**src/rtl/multimode_counter.sv**
```systemverilog
// multimode_counter: parametrised up/down counter with modulo limit, parallel
// load, clock prescaler and four terminal modes (wrap, saturate, one-shot,
// ping-pong). Emits a registered single-cycle terminal-count pulse.
//
// Handshake-free block: there is no valid/ready pair. The only strobe is
// 'load', which is sampled on every rising edge and wins over counting.
module multimode_counter #(
  parameter int WIDTH      = 8,
  parameter int PRESCALE_W = 4
) (
  input  logic                  clk,
  input  logic                  rst_n,
  input  logic                  en,
  input  logic                  up_dn,
  input  logic [1:0]            mode,
  input  logic [WIDTH-1:0]      limit,
  input  logic                  load,
  input  logic [WIDTH-1:0]      load_val,
  input  logic [PRESCALE_W-1:0] prescale,
  output logic [WIDTH-1:0]      count,
  output logic                  tc,
  output logic                  dir,
  output logic                  running
);

  localparam logic [1:0] MODE_WRAP = 2'b00;
  localparam logic [1:0] MODE_SAT  = 2'b01;
  localparam logic [1:0] MODE_ONE  = 2'b10;
  localparam logic [1:0] MODE_PING = 2'b11;

  logic [PRESCALE_W-1:0] pre_cnt;
  logic [PRESCALE_W-1:0] pre_nxt;
  logic                  tick;
  logic                  up_term;
  logic                  dn_term;
  logic                  at_term;
  logic [WIDTH-1:0]      count_nxt;
  logic                  dir_nxt;
  logic                  running_nxt;
  logic                  tc_nxt;

  // Next-state logic: prescaler tick, terminal detection and per-mode step.
  always_comb begin
    tick        = en && (pre_cnt >= prescale);
    pre_nxt     = tick ? '0 : pre_cnt + 1'b1;
    up_term     = (count >= limit);
    dn_term     = (count == '0);
    at_term     = dir ? up_term : dn_term;
    count_nxt   = count;
    // Ping-pong owns its direction; other modes follow the up_dn pin.
    dir_nxt     = (mode == MODE_PING) ? dir : up_dn;
    running_nxt = running;
    tc_nxt      = 1'b0;
    // An expired one-shot ignores ticks until reloaded or reset.
    if (tick && running) begin
      if (!at_term) begin
        count_nxt = dir ? count + 1'b1 : count - 1'b1;
      end else begin
        tc_nxt = 1'b1;
        case (mode)
          MODE_WRAP: count_nxt = dir ? '0 : limit;
          MODE_SAT:  count_nxt = count;
          MODE_ONE:  running_nxt = 1'b0;
          MODE_PING: begin
            if (limit == '0) begin
              // Degenerate range: stay at zero, just bounce direction.
              count_nxt = '0;
              dir_nxt   = ~dir;
            end else if (dir) begin
              count_nxt = limit - 1'b1;
              dir_nxt   = 1'b0;
            end else begin
              count_nxt = {{(WIDTH-1){1'b0}}, 1'b1};
              dir_nxt   = 1'b1;
            end
          end
          default: count_nxt = count;
        endcase
      end
    end
  end

  // State register: reset > load > tick; en gates only the prescaler/tick.
  always_ff @(posedge clk) begin
    if (!rst_n) begin
      count   <= '0;
      pre_cnt <= '0;
      tc      <= 1'b0;
      dir     <= 1'b1;
      running <= 1'b1;
    end else if (load) begin
      count   <= load_val;
      pre_cnt <= '0;
      tc      <= 1'b0;
      dir     <= up_dn;
      running <= 1'b1;
    end else begin
      if (en) begin
        pre_cnt <= pre_nxt;
      end
      count   <= count_nxt;
      dir     <= dir_nxt;
      running <= running_nxt;
      tc      <= tc_nxt;
    end
  end

endmodule

```
**config.mk**
```make
export PLATFORM = sky130hd
export DESIGN_NAME = multimode_counter
export DESIGN_NICKNAME = d
export VERILOG_FILES = /design/src/rtl/multimode_counter.sv
export SDC_FILE = /design/constraint.sdc
export NUM_CORES = 1
export LEC_CHECK = 0
export BUFFER_PORTS_ARGS = -buffer_cell sky130_fd_sc_hd__buf_4
export CORE_ASPECT_RATIO = 1.25
export CORE_UTILIZATION = 49
export CTS_CLUSTER_DIAMETER = 50
export DETAILED_ROUTE_END_ITERATION = 7
export GPL_ROUTABILITY_DRIVEN = 0
export PLACE_DENSITY_LB_ADDON = 0.15
export SLEW_MARGIN = 15
export SYNTH_ARGS = -nofsm -noshare
export SYNTH_HDL_FRONTEND = slang
export SYNTH_SLANG_ARGS = --single-unit
```
**constraint.sdc**
```tcl
create_clock -name clk -period 1.94 [get_ports clk]
set_input_delay 0.097 -clock clk [delete_from_list [all_inputs] [get_ports clk]]
set_output_delay 0.097 -clock clk [all_outputs]
set_load 0.05 [all_outputs]
```
==> summary.md <==
| Metric | Value |
|---|---|
| Count of pins over their slew limit | 0 |
| WL/cell | between 15 and 20 um |
| Final period util | a little over nine tenths |
| Io pins | 38 |
| Seq/Total Area, Yosys | around 18% |
| Syn_nets | 264 |
| Final setup viols | 0 |
| Initial antenna violation count | 0 |
| Synthesized cell area | about 1700 um^2 |
| Worst Path Buf+Inv | 1 |
| CTS H-tree lvls | 1 |
| Multi-input combinational cell area | 1460 um^2 |
| Total CTS buffers | 3 |
| Hold-fix buffers at CTS | 0 |
| Initial DRC count | 51 |
| Levels on crit path | 7 |
| Worst-path cell chain | ha_4 > and2b_2 > a221oi_4 > buf_12 > nand2_4 > or3_4 > a41oi_2 |
| Min-Delay Path Depth | 3 |
| Capturing point of the worst reg2reg path | dir$_SDFF_PN1_ |
| Reg2reg setup slack | between 0.04 and 0.05 ns |
| Total GRT Usage | ~28% |
| Final Util | roughly 76% |
| Drt first pass iters | 4 |
| Clock Sinks | 15 |
| Final TNS setup | 0 ns |
| CP max stage cell | dfxtp_4 |
| Hold_sp | load_val[4] |
| Largest net degree at the start of global routing | 16 |
| Final nets | 326 |
| Commonest non-fill, non-tap cells in the layout | buf_4, ha_1, nand2_1 |
| DRC errors left | 0 |
| Vias | 1,873 |
| GR Overflow Total | 0 |
| Global-route wire length before repair | between 7000 and 8000 um |
| R2R Path Start | count[7]$_SDFFE_PN0P_ |
| Max-Cap Viols | 0 |
| Worst Path Max Fanout | 7 |
| CP required | around 2.1 ns |
| Share of cells above drive strength 1 | between 40% and 50% |
| Post-Syn Area per Cell | 7.86 um^2 |
| Ys async rst share | 0% |
| Clk buf depth | 2 |
| Crit path launch type | flop |
| Crit-path leading delay family | simple AND/OR/NAND/NOR gates |
| Synth warn | 0 |
| Initial Utilization | 51.9% |
| Final worst path period need | approximately 1.9 ns |
| Die footprint | around 3700 um^2 |
| Fin area | 2440 um^2 |
| Clk_skew | 0.00996 ns |
| Most common cell after layout, fill and taps aside | buf_4 |
| Core area | around 3200 um^2 |
| CTS root buffer | clkbuf_8 |
| Fill cell count | 252 |
| FF/Latch Area | approximately 330 um^2 |
| Setup Crit Path Kind | flop to flop |
| Diodes inserted | 0 |
| Synth-to-layout area growth | 45.9% |
| Worst skew pair latency | 0.25 ns |
| R2R depth | 7 |
| FP Rows | 23 |
| Tightest Pin Transition | around 0.46 ns |
| Drt total wl | roughly 5100 um |
| Slowest cell delay on critical path | 0.38 ns |
| Crit. End Element | flop |
| WHS Endpoint | count[4]$_SDFFE_PN0P_ |
| Post-synth top flop | dfxtp_1 |
| Max Clock Freq | roughly 530 MHz |
| Cells after Synth | around 210 |
| Die Y | between 60 and 70 um |
| Port bufs | 37 |
| Cell Area, Placed | approximately 2200 um^2 |
| Placed wire-length estimate | between 3000 and 4000 um |
| Maximum VDD drop | 0.753 mV |
| Vias in the first global route | ~1,700 |
| WP data arrival | around 2.1 ns |
| Clock Pin Slew Worst Setup and Hold Paths | 0.07 ns |
| Netlist cell types | 51 |
| ANT nets after route | 0 |
| Min-Delay Path Class | input pin to flop |
| Rel. slew slack | 69.5% |
| Power per cell area | about 600 nW/um^2 |
| Vias/cell | 6.02 |
| Die Span X | around 54 um |
| EDFF count, synth | 0 |
| Post-synthesis register bit count | 15 |
| Status | complete, no violations |
| P_leak | roughly 1.1 nW |
| CTS tree | yes |
| Final Hold Viols | 0 |
-- layer usage --
| metal | global-route usage [%] | vias up | share of wire [%] |
|---|---|---|---|
| met4 | 10.6 | 0 | 2.3 |
| met3 | 5.18 | 12 | 5.1 |
| met2 | 51.7 | 74 | 53 |
| met1 | 30.3 | 866 | 40 |
| met5 | 0 | - | 0 |
| li1 | - | 921 | - |
-- state kept, by name, indices dropped and copies added (netlist names) --
register  count
pre_cnt       4
dir           1
tc            1
count         8
running       1
-- stage by stage --
step	std cells	hold slack [ns]	total power, W	setup slack, ns
floorplan	213	0.234	0.000825	0.00682
global placement	299	0.377	0.00104	-0.00378
detailed placement	299	0.374	0.00105	-0.0487
CTS	307	0.118	0.00135	0.000259
global route	311	0.122	0.00154	-0.00608
finish	311	0.118	0.00147	0.0428
-- synth_stat cells, types with 2 or more instances --
| cell type | instances | area (um^2) |
|---|---|---|
| ha_1 | 23 | 288 |
| inv_1 | 17 | 63.8 |
| nand2_1 | 17 | 63.8 |
| dfxtp_1 | 15 | 300 |
| nor2_1 | 15 | 56.3 |
| a21oi_1 | 12 | 60.1 |
| o21ai_0 | 11 | 55.1 |
| o21ai_1 | 8 | 40.0 |
| a31oi_1 | 7 | 43.8 |
| nand3_1 | 7 | 35.0 |
| o211ai_1 | 7 | 52.6 |
| nand4_1 | 6 | 37.5 |
| xnor2_1 | 6 | 52.6 |
| xor2_1 | 5 | 43.8 |
| a211oi_1 | 4 | 30.0 |
| nor3_1 | 4 | 20.0 |
| clkbuf_1 | 3 | 11.3 |
| nor3b_1 | 3 | 22.5 |
| o2111ai_1 | 3 | 26.3 |
| a21o_1 | 2 | 15.0 |
| and2_1 | 2 | 12.5 |
| mux2i_1 | 2 | 20.0 |
| nand2b_1 | 2 | 12.5 |
| nor4_1 | 2 | 12.5 |
| nor4_2 | 2 | 25.0 |
| o21a_1 | 2 | 15.0 |
| o22ai_1 | 2 | 12.5 |
-- how the worst max path moves through the flow --
| stage | startpoint | to | slack, ns |
|---|---|---|---|
| after global placement | count[3]$_SDFFE_PN0P_ | dir$_SDFF_PN1_ | -0.004 |
| after detailed placement | count[0]$_SDFFE_PN0P_ | count[0]$_SDFFE_PN0P_ | -0.05 |
| final | count[7]$_SDFFE_PN0P_ | dir$_SDFF_PN1_ | 0.04 |
| after floorplan | count[5]$_SDFFE_PN0P_ | dir$_SDFF_PN1_ | 0.007 |
| after global routing | count[7]$_SDFFE_PN0P_ | dir$_SDFF_PN1_ | -0.006 |
| after CTS | count[0]$_SDFFE_PN0P_ | count[7]$_SDFFE_PN0P_ | 0.0003 |
-- power by group --
part / internal (W) / leakage [nW] / switching [W] / total (W)
sequential: 0.000335 / 0.127 / 0.0000538 / 0.000389
combinational: 0.000383 / 0.904 / 0.000433 / 0.000816
clock: 0.000142 / 0.0255 / 0.000119 / 0.000261
total: 0.000860 / 1.06 / 0.000605 / 0.00147
-- final cells by class --
type | instances | area share (%)
flip-flops and latches | 15 | 13.4
well taps | 37 | 1.90
clock inverters | 1 | 0.205
repair buffers | 62 | 20.0
multi-input cells | 174 | 59.8
clock buffers | 3 | 1.69
inverters | 19 | 3.02
-- logic make-up after synthesis --
group	Yosys count	synth area share, %
AO/OA/AOI/OAI	70	30.1
AND/OR/NAND/NOR	67	20.9
multiplexers	2	1.20
flip-flops	15	17.9
buffers and inverters	24	5.68
adder cells (fa/ha/maj)	24	18.4
XOR/XNOR	11	5.75
-- worst min-delay path: stages --
cell     delay [ns]
buf_4          0.11
nand2_1        0.05
a31oi_1        0.07
-- repair_timing --
item	CTS	global route
gates resized for setup	2	30
pin swaps	4	13
buffers inserted	4	4
setup endpoints to repair	8	10
No activity file was read; power rests on OpenSTA's default activity.
